`src/rtl/ram_fifo_ctrl_if.sv`:
```
// rtl/ram_fifo_ctrl_if.sv - FIFO request/response and RAM-side signal bundle for ram_fifo_ctrl
interface ram_fifo_ctrl_if #(
  parameter int DW = 8,
  parameter int AW = 4
);
  logic          PUSH;
  logic [DW-1:0] PUSH_DATA;
  logic          POP;
  logic [DW-1:0] DOUT;
  logic          DOUT_VALID;
  logic          FULL;
  logic          EMPTY;
  logic [AW:0]   COUNT;
  logic          OVERFLOW;
  logic          UNDERFLOW;
  logic          RAM_WE;
  logic [AW-1:0] RAM_WA;
  logic [DW-1:0] RAM_WD;
  logic          RAM_RE;
  logic [AW-1:0] RAM_RA;
  logic [DW-1:0] RAM_Q;

  modport master (
    output PUSH, PUSH_DATA, POP, RAM_Q,
    input  DOUT, DOUT_VALID, FULL, EMPTY, COUNT, OVERFLOW, UNDERFLOW,
    input  RAM_WE, RAM_WA, RAM_WD, RAM_RE, RAM_RA
  );

  modport slave (
    input  PUSH, PUSH_DATA, POP, RAM_Q,
    output DOUT, DOUT_VALID, FULL, EMPTY, COUNT, OVERFLOW, UNDERFLOW,
    output RAM_WE, RAM_WA, RAM_WD, RAM_RE, RAM_RA
  );
endinterface

```
`src/rtl/ram_fifo_ctrl.sv`:
```
// rtl/ram_fifo_ctrl.sv - turns a 2**AW-word posedge-write/comb-read RAM into a FIFO
module ram_fifo_ctrl #(
  parameter int DW = 8,
  parameter int AW = 4
) (
  input logic           CLK,
  input logic           RST_N,
  ram_fifo_ctrl_if.slave bus
);
  localparam logic [AW:0] DEPTH = (AW+1)'(2**AW);

  logic [AW-1:0] wptr;
  logic [AW-1:0] rptr;
  logic [AW:0]   count;
  logic [DW-1:0] dout_q;
  logic          valid_q;
  logic          ovf_q;
  logic          unf_q;
  logic          pop_ok;
  logic          push_ok;

  // A pop on a full FIFO frees the slot the push lands in on the same edge.
  always_comb begin
    pop_ok  = RST_N && bus.POP && (count != '0);
    push_ok = RST_N && bus.PUSH && ((count != DEPTH) || pop_ok);
  end

  assign bus.RAM_WE     = push_ok;
  assign bus.RAM_WA     = wptr;
  assign bus.RAM_WD     = bus.PUSH_DATA;
  assign bus.RAM_RE     = pop_ok;
  assign bus.RAM_RA     = rptr;
  assign bus.DOUT       = dout_q;
  assign bus.DOUT_VALID = valid_q;
  assign bus.FULL       = (count == DEPTH);
  assign bus.EMPTY      = (count == '0);
  assign bus.COUNT      = count;
  assign bus.OVERFLOW   = ovf_q;
  assign bus.UNDERFLOW  = unf_q;

  always_ff @(posedge CLK) begin
    if (!RST_N) begin
      wptr    <= '0;
      rptr    <= '0;
      count   <= '0;
      dout_q  <= '0;
      valid_q <= 1'b0;
      ovf_q   <= 1'b0;
      unf_q   <= 1'b0;
    end else begin
      if (push_ok) begin
        wptr <= wptr + 1'b1;
      end
      // RAM_Q is only meaningful while RAM_RE is high, i.e. when pop_ok.
      if (pop_ok) begin
        dout_q <= bus.RAM_Q;
        rptr   <= rptr + 1'b1;
      end
      valid_q <= pop_ok;
      case ({push_ok, pop_ok})
        2'b10:   count <= count + 1'b1;
        2'b01:   count <= count - 1'b1;
        default: count <= count;
      endcase
      if (bus.PUSH && !push_ok) begin
        ovf_q <= 1'b1;
      end
      if (bus.POP && !pop_ok) begin
        unf_q <= 1'b1;
      end
    end
  end
endmodule

```
`src/flat_wrapper.sv`:
```
// flat-port wrapper written by rule: the top's interface ports become plain ports
module ram_fifo_ctrl_flat 
#(
  parameter int DW = 8,
  parameter int AW = 4
)
  (CLK, RST_N, bus_PUSH, bus_PUSH_DATA, bus_POP, bus_RAM_Q, bus_DOUT, bus_DOUT_VALID, bus_FULL, bus_EMPTY, bus_COUNT, bus_OVERFLOW, bus_UNDERFLOW, bus_RAM_WE, bus_RAM_WA, bus_RAM_WD, bus_RAM_RE, bus_RAM_RA);
  ram_fifo_ctrl_if #(.DW(DW), .AW(AW)) bus_i ();
  input logic CLK;
  input logic RST_N;
  input wire logic [$bits(bus_i.PUSH)-1:0] bus_PUSH;
  input wire logic [$bits(bus_i.PUSH_DATA)-1:0] bus_PUSH_DATA;
  input wire logic [$bits(bus_i.POP)-1:0] bus_POP;
  input wire logic [$bits(bus_i.RAM_Q)-1:0] bus_RAM_Q;
  output wire logic [$bits(bus_i.DOUT)-1:0] bus_DOUT;
  output wire logic [$bits(bus_i.DOUT_VALID)-1:0] bus_DOUT_VALID;
  output wire logic [$bits(bus_i.FULL)-1:0] bus_FULL;
  output wire logic [$bits(bus_i.EMPTY)-1:0] bus_EMPTY;
  output wire logic [$bits(bus_i.COUNT)-1:0] bus_COUNT;
  output wire logic [$bits(bus_i.OVERFLOW)-1:0] bus_OVERFLOW;
  output wire logic [$bits(bus_i.UNDERFLOW)-1:0] bus_UNDERFLOW;
  output wire logic [$bits(bus_i.RAM_WE)-1:0] bus_RAM_WE;
  output wire logic [$bits(bus_i.RAM_WA)-1:0] bus_RAM_WA;
  output wire logic [$bits(bus_i.RAM_WD)-1:0] bus_RAM_WD;
  output wire logic [$bits(bus_i.RAM_RE)-1:0] bus_RAM_RE;
  output wire logic [$bits(bus_i.RAM_RA)-1:0] bus_RAM_RA;
  assign bus_i.PUSH = bus_PUSH;
  assign bus_i.PUSH_DATA = bus_PUSH_DATA;
  assign bus_i.POP = bus_POP;
  assign bus_i.RAM_Q = bus_RAM_Q;
  assign bus_DOUT = bus_i.DOUT;
  assign bus_DOUT_VALID = bus_i.DOUT_VALID;
  assign bus_FULL = bus_i.FULL;
  assign bus_EMPTY = bus_i.EMPTY;
  assign bus_COUNT = bus_i.COUNT;
  assign bus_OVERFLOW = bus_i.OVERFLOW;
  assign bus_UNDERFLOW = bus_i.UNDERFLOW;
  assign bus_RAM_WE = bus_i.RAM_WE;
  assign bus_RAM_WA = bus_i.RAM_WA;
  assign bus_RAM_WD = bus_i.RAM_WD;
  assign bus_RAM_RE = bus_i.RAM_RE;
  assign bus_RAM_RA = bus_i.RAM_RA;
  ram_fifo_ctrl #(.DW(DW), .AW(AW)) u_core (.CLK(CLK), .RST_N(RST_N), .bus(bus_i));
endmodule
```
`config.mk`:
```
export PLATFORM = sky130hd
export DESIGN_NAME = ram_fifo_ctrl_flat
export DESIGN_NICKNAME = d
export VERILOG_FILES = /design/src/rtl/ram_fifo_ctrl_if.sv /design/src/rtl/ram_fifo_ctrl.sv /design/src/flat_wrapper.sv
export SDC_FILE = /design/constraint.sdc
export NUM_CORES = 1
export LEC_CHECK = 0
export ABC_CLOCK_PERIOD_IN_PS = 2700
export CORE_UTILIZATION = 36
export CTS_CLUSTER_SIZE = 16
export DETAILED_ROUTE_END_ITERATION = 6
export PLACE_DENSITY = 0.75
export SLEW_MARGIN = 20
export SYNTH_ARGS = -nofsm -noshare
export SYNTH_HDL_FRONTEND = slang
export SYNTH_SLANG_ARGS = --single-unit
```
`constraint.sdc`:
```
create_clock -name CLK -period 2.7 [get_ports CLK]
set_input_delay 0.54 -clock CLK [delete_from_list [all_inputs] [get_ports CLK]]
set_output_delay 0.54 -clock CLK [all_outputs]
set_load 0.01 [all_outputs]
```
==> impl_metrics.tcl <==
set metrics [dict create \
    slew_headroom_pct 81.8 \
    worstSkewPairLatency_ps 320 \
    worst_ep_required_time_ps 2160 \
    power_leakage_nw 0.732 \
    cts-root-buf "clkbuf_4" \
    cp_num_buf_inv 2 \
    grt_overflow 0 \
    grt_pass1_wl_mm 4.00 \
    ant_nets 0 \
    fin_crit_ps 2580 \
    status "finished clean" \
    worstMarginPinSlew_ps 273 \
    slew_viol_final 0 \
    critical-path-slowest-cell "or4_4" \
    path_clk_slew_ps 130 \
    syn_nets 151 \
    ios 56 \
    gp_congestion 0.730 \
    busiest_layer "met2" \
    met3_usage_pct 4.40 \
    grt_use_met1_pct 16.3 \
    synth.distinct_cells 28 \
    htree_levels 1 \
    insertedDiodeCount 0 \
    start_util_pct 38.0 \
    drive_gt1_share_pct 11.9 \
    preCtsSetupSlack_ps -145 \
    die_area_sq_um 3450 \
    post_cts_buffers 0 \
    cp_max_fo 5 \
    wirelength_mm 2.46 \
    drt-initial-drc-count 23 \
    vias_per_cell 4.79 \
    yosys_warnings 0 \
    yosys_register_bits 24 \
    timing.final.ws_setup_ps 117 \
    slowest_delay_ps 590 \
    tritoncts "done" \
    dr.pass1.iters 4 \
    rows 20 \
    use_met2_pct 28.4 \
    antenna_found_initial 0 \
    syn_inst 124 \
    synth_area_sq_um 1160 \
    maxCapViolations 0 \
    worst_ep_arrival_time_ps 2040 \
    io_buffers 39 \
    critPathCaptureType "primary output" \
    num_vias 972 \
    core_sq_um 3050 \
    rsz0062_at_grt "false" \
    cp-start-kind "register" \
    remaining_drc_errors 0 \
    fp.dieW_microns 58.8 \
    fmax_mhz 387 \
    clockBufferDepth 2 \
    grt_pass1_vias 917 \
    critPathKind "register to primary output" \
    post-route-period-util_pct 95.7 \
    syn2layout_area_growth_pct 38.5 \
    grt_max_degree 22 \
    synth_seq_area_share_pct 41.4 \
    grtUsageTotal_pct 15.4 \
    power.total_w 0.000883 \
    path_cells "or4_4 -> o31a_4 -> nand2_1 -> inv_1 -> dlygate4sd2_1" \
    cts_hold_buf 0 \
    peakVddDrop_uv 152 \
    hold_viol_final 0 \
    wl_per_cell_microns 12.1 \
    finalNetCount 187 \
    skew_ps 8.62 \
    cts.repair.resized 2 \
    critPathTopFamily "simple AND/OR/NAND/NOR gates" \
    clkSinkCount 24 \
    hold_path.class "register to register" \
    setup_violations 0 \
    final_util_pct 52.6 \
    num-fill-cells 302 \
    postSynthAreaPerCell_sq_um 9.35 \
    p_per_area_nw_per_um2 550 \
    hpwl_mm 1.95 \
    cts_buffers 3 \
    die_y_microns 58.8 \
]
[worst reg2reg max path, stage by stage (launching register included)]
cell and delay (ps):
dfxtp_2 370, or4_4 590, o31a_4 300, nand2_1 140, ha_4 190, ha_1 280, a21oi_2 170, nand2_1 80
a21oi_1 180, mux2i_1 210
[layout by cell type (no fill, tap or decap), types with 4 or more instances in the layout]
| cell | Yosys | final |
|---|---|---|
| dfxtp_1 | 24 | 23 |
| clkdlybuf4s50_1 | 0 | 38 |
| a21oi_1 | 7 | 6 |
| nor2_1 | 24 | 24 |
| nand2_1 | 7 | 7 |
| nand3_1 | 5 | 5 |
| inv_1 | 4 | 4 |
| buf_4 | 8 | 6 |
| mux2i_1 | 12 | 12 |
| ha_1 | 6 | 5 |
[layout make-up]
cell class / count / area, sq um / share of cell area (%)
multi-input cells: 82 / 584 / 36.4
flip-flops and latches: 24 / 482 / 30.0
repair buffers: 45 / 434 / 27.0
well taps: 44 / 55.1 / 3.43
clock buffers: 4 / 36.3 / 2.26
inverters: 4 / 15.0 / 0.935
[synthesized netlist by cell type (all sizes together)]
cell type,n,area [sq um]
buf,10,85.1
nand2,7,26.3
nor2,24,90.1
inv,4,15.0
ha,6,75.1
o211ai,1,7.51
or3,1,7.51
a21oi,7,35.0
fa,1,20.0
a31o,1,8.76
o31a,1,17.5
a21o,1,8.76
clkbuf,4,15.0
xnor2,2,17.5
nand4b,1,8.76
dfxtp,24,480
nand2b,1,6.26
a31oi,1,6.26
xor2,3,26.3
o21ai,3,26.3
and4b,1,10.0
or4,2,15.0
mux2i,12,120
nand3,5,25.0
nand4,1,6.26
[power by group]
part / internal, W / switching (W) / leakage [nW] / total [W]
Clock: 0.0000824 / 0.000106 / 0.0210 / 0.000189
Sequential: 0.000387 / 0.0000260 / 0.196 / 0.000413
Combinational: 0.000157 / 0.000125 / 0.515 / 0.000282
[kinds of logic (layout without fill, tap and decap cells)]
group                      after synthesis  after routing  share of synthesized area (%)
DFF                                     24             24                           41.4
buffers and inverters                   18             53                           9.92
and+or+nand+nor                         43             43                           16.8
muxes                                   12             12                           10.4
AOI/OAI and AO/OA                       15             15                           9.49
adders and majority gates                7              7                           8.20
xor gates and xnor gates                 5              5                           3.78
[path summary, 6_finish.rpt]
check                        end                 from  slack [ps]  depth (start not counted)
max                   bus_RAM_WE  u_core.bus.COUNT[0]         120                          5
min          u_core.bus.OVERFLOW  u_core.bus.OVERFLOW         480                          2
max reg2reg  u_core.bus.COUNT[4]  u_core.bus.COUNT[0]         140                          9
min reg2reg  u_core.bus.OVERFLOW  u_core.bus.OVERFLOW         480                          2
[through the flow]
step / setup TNS, ps / hold WS [ps] / cell area, sq um / std cells
floorplan: 0 / 490 / 1160 / 124
global placement: 0 / 449 / 1550 / 199
detailed placement: -169 / 459 / 1550 / 199
CTS: 0 / 489 / 1590 / 203
global route: 0 / 506 / 1610 / 203
finish: 0 / 484 / 1610 / 203
[registers in the layout (all words and copies together) (netlist names)]
signal	cells
u_core.bus.COUNT	5
u_core.bus.UNDERFLOW	1
u_core.bus.RAM_WA	4
u_core.bus.RAM_RA	4
u_core.bus.OVERFLOW	1
u_core.bus.DOUT	8
u_core.bus.DOUT_VALID	1
[metal layers]
metal,vias to the layer above,share of wire (%)
li1,483,-
met1,443,41
met2,39,50
met3,7,7.5
met4,0,1.5
met5,-,0
(Power assumes the default switching activity.)
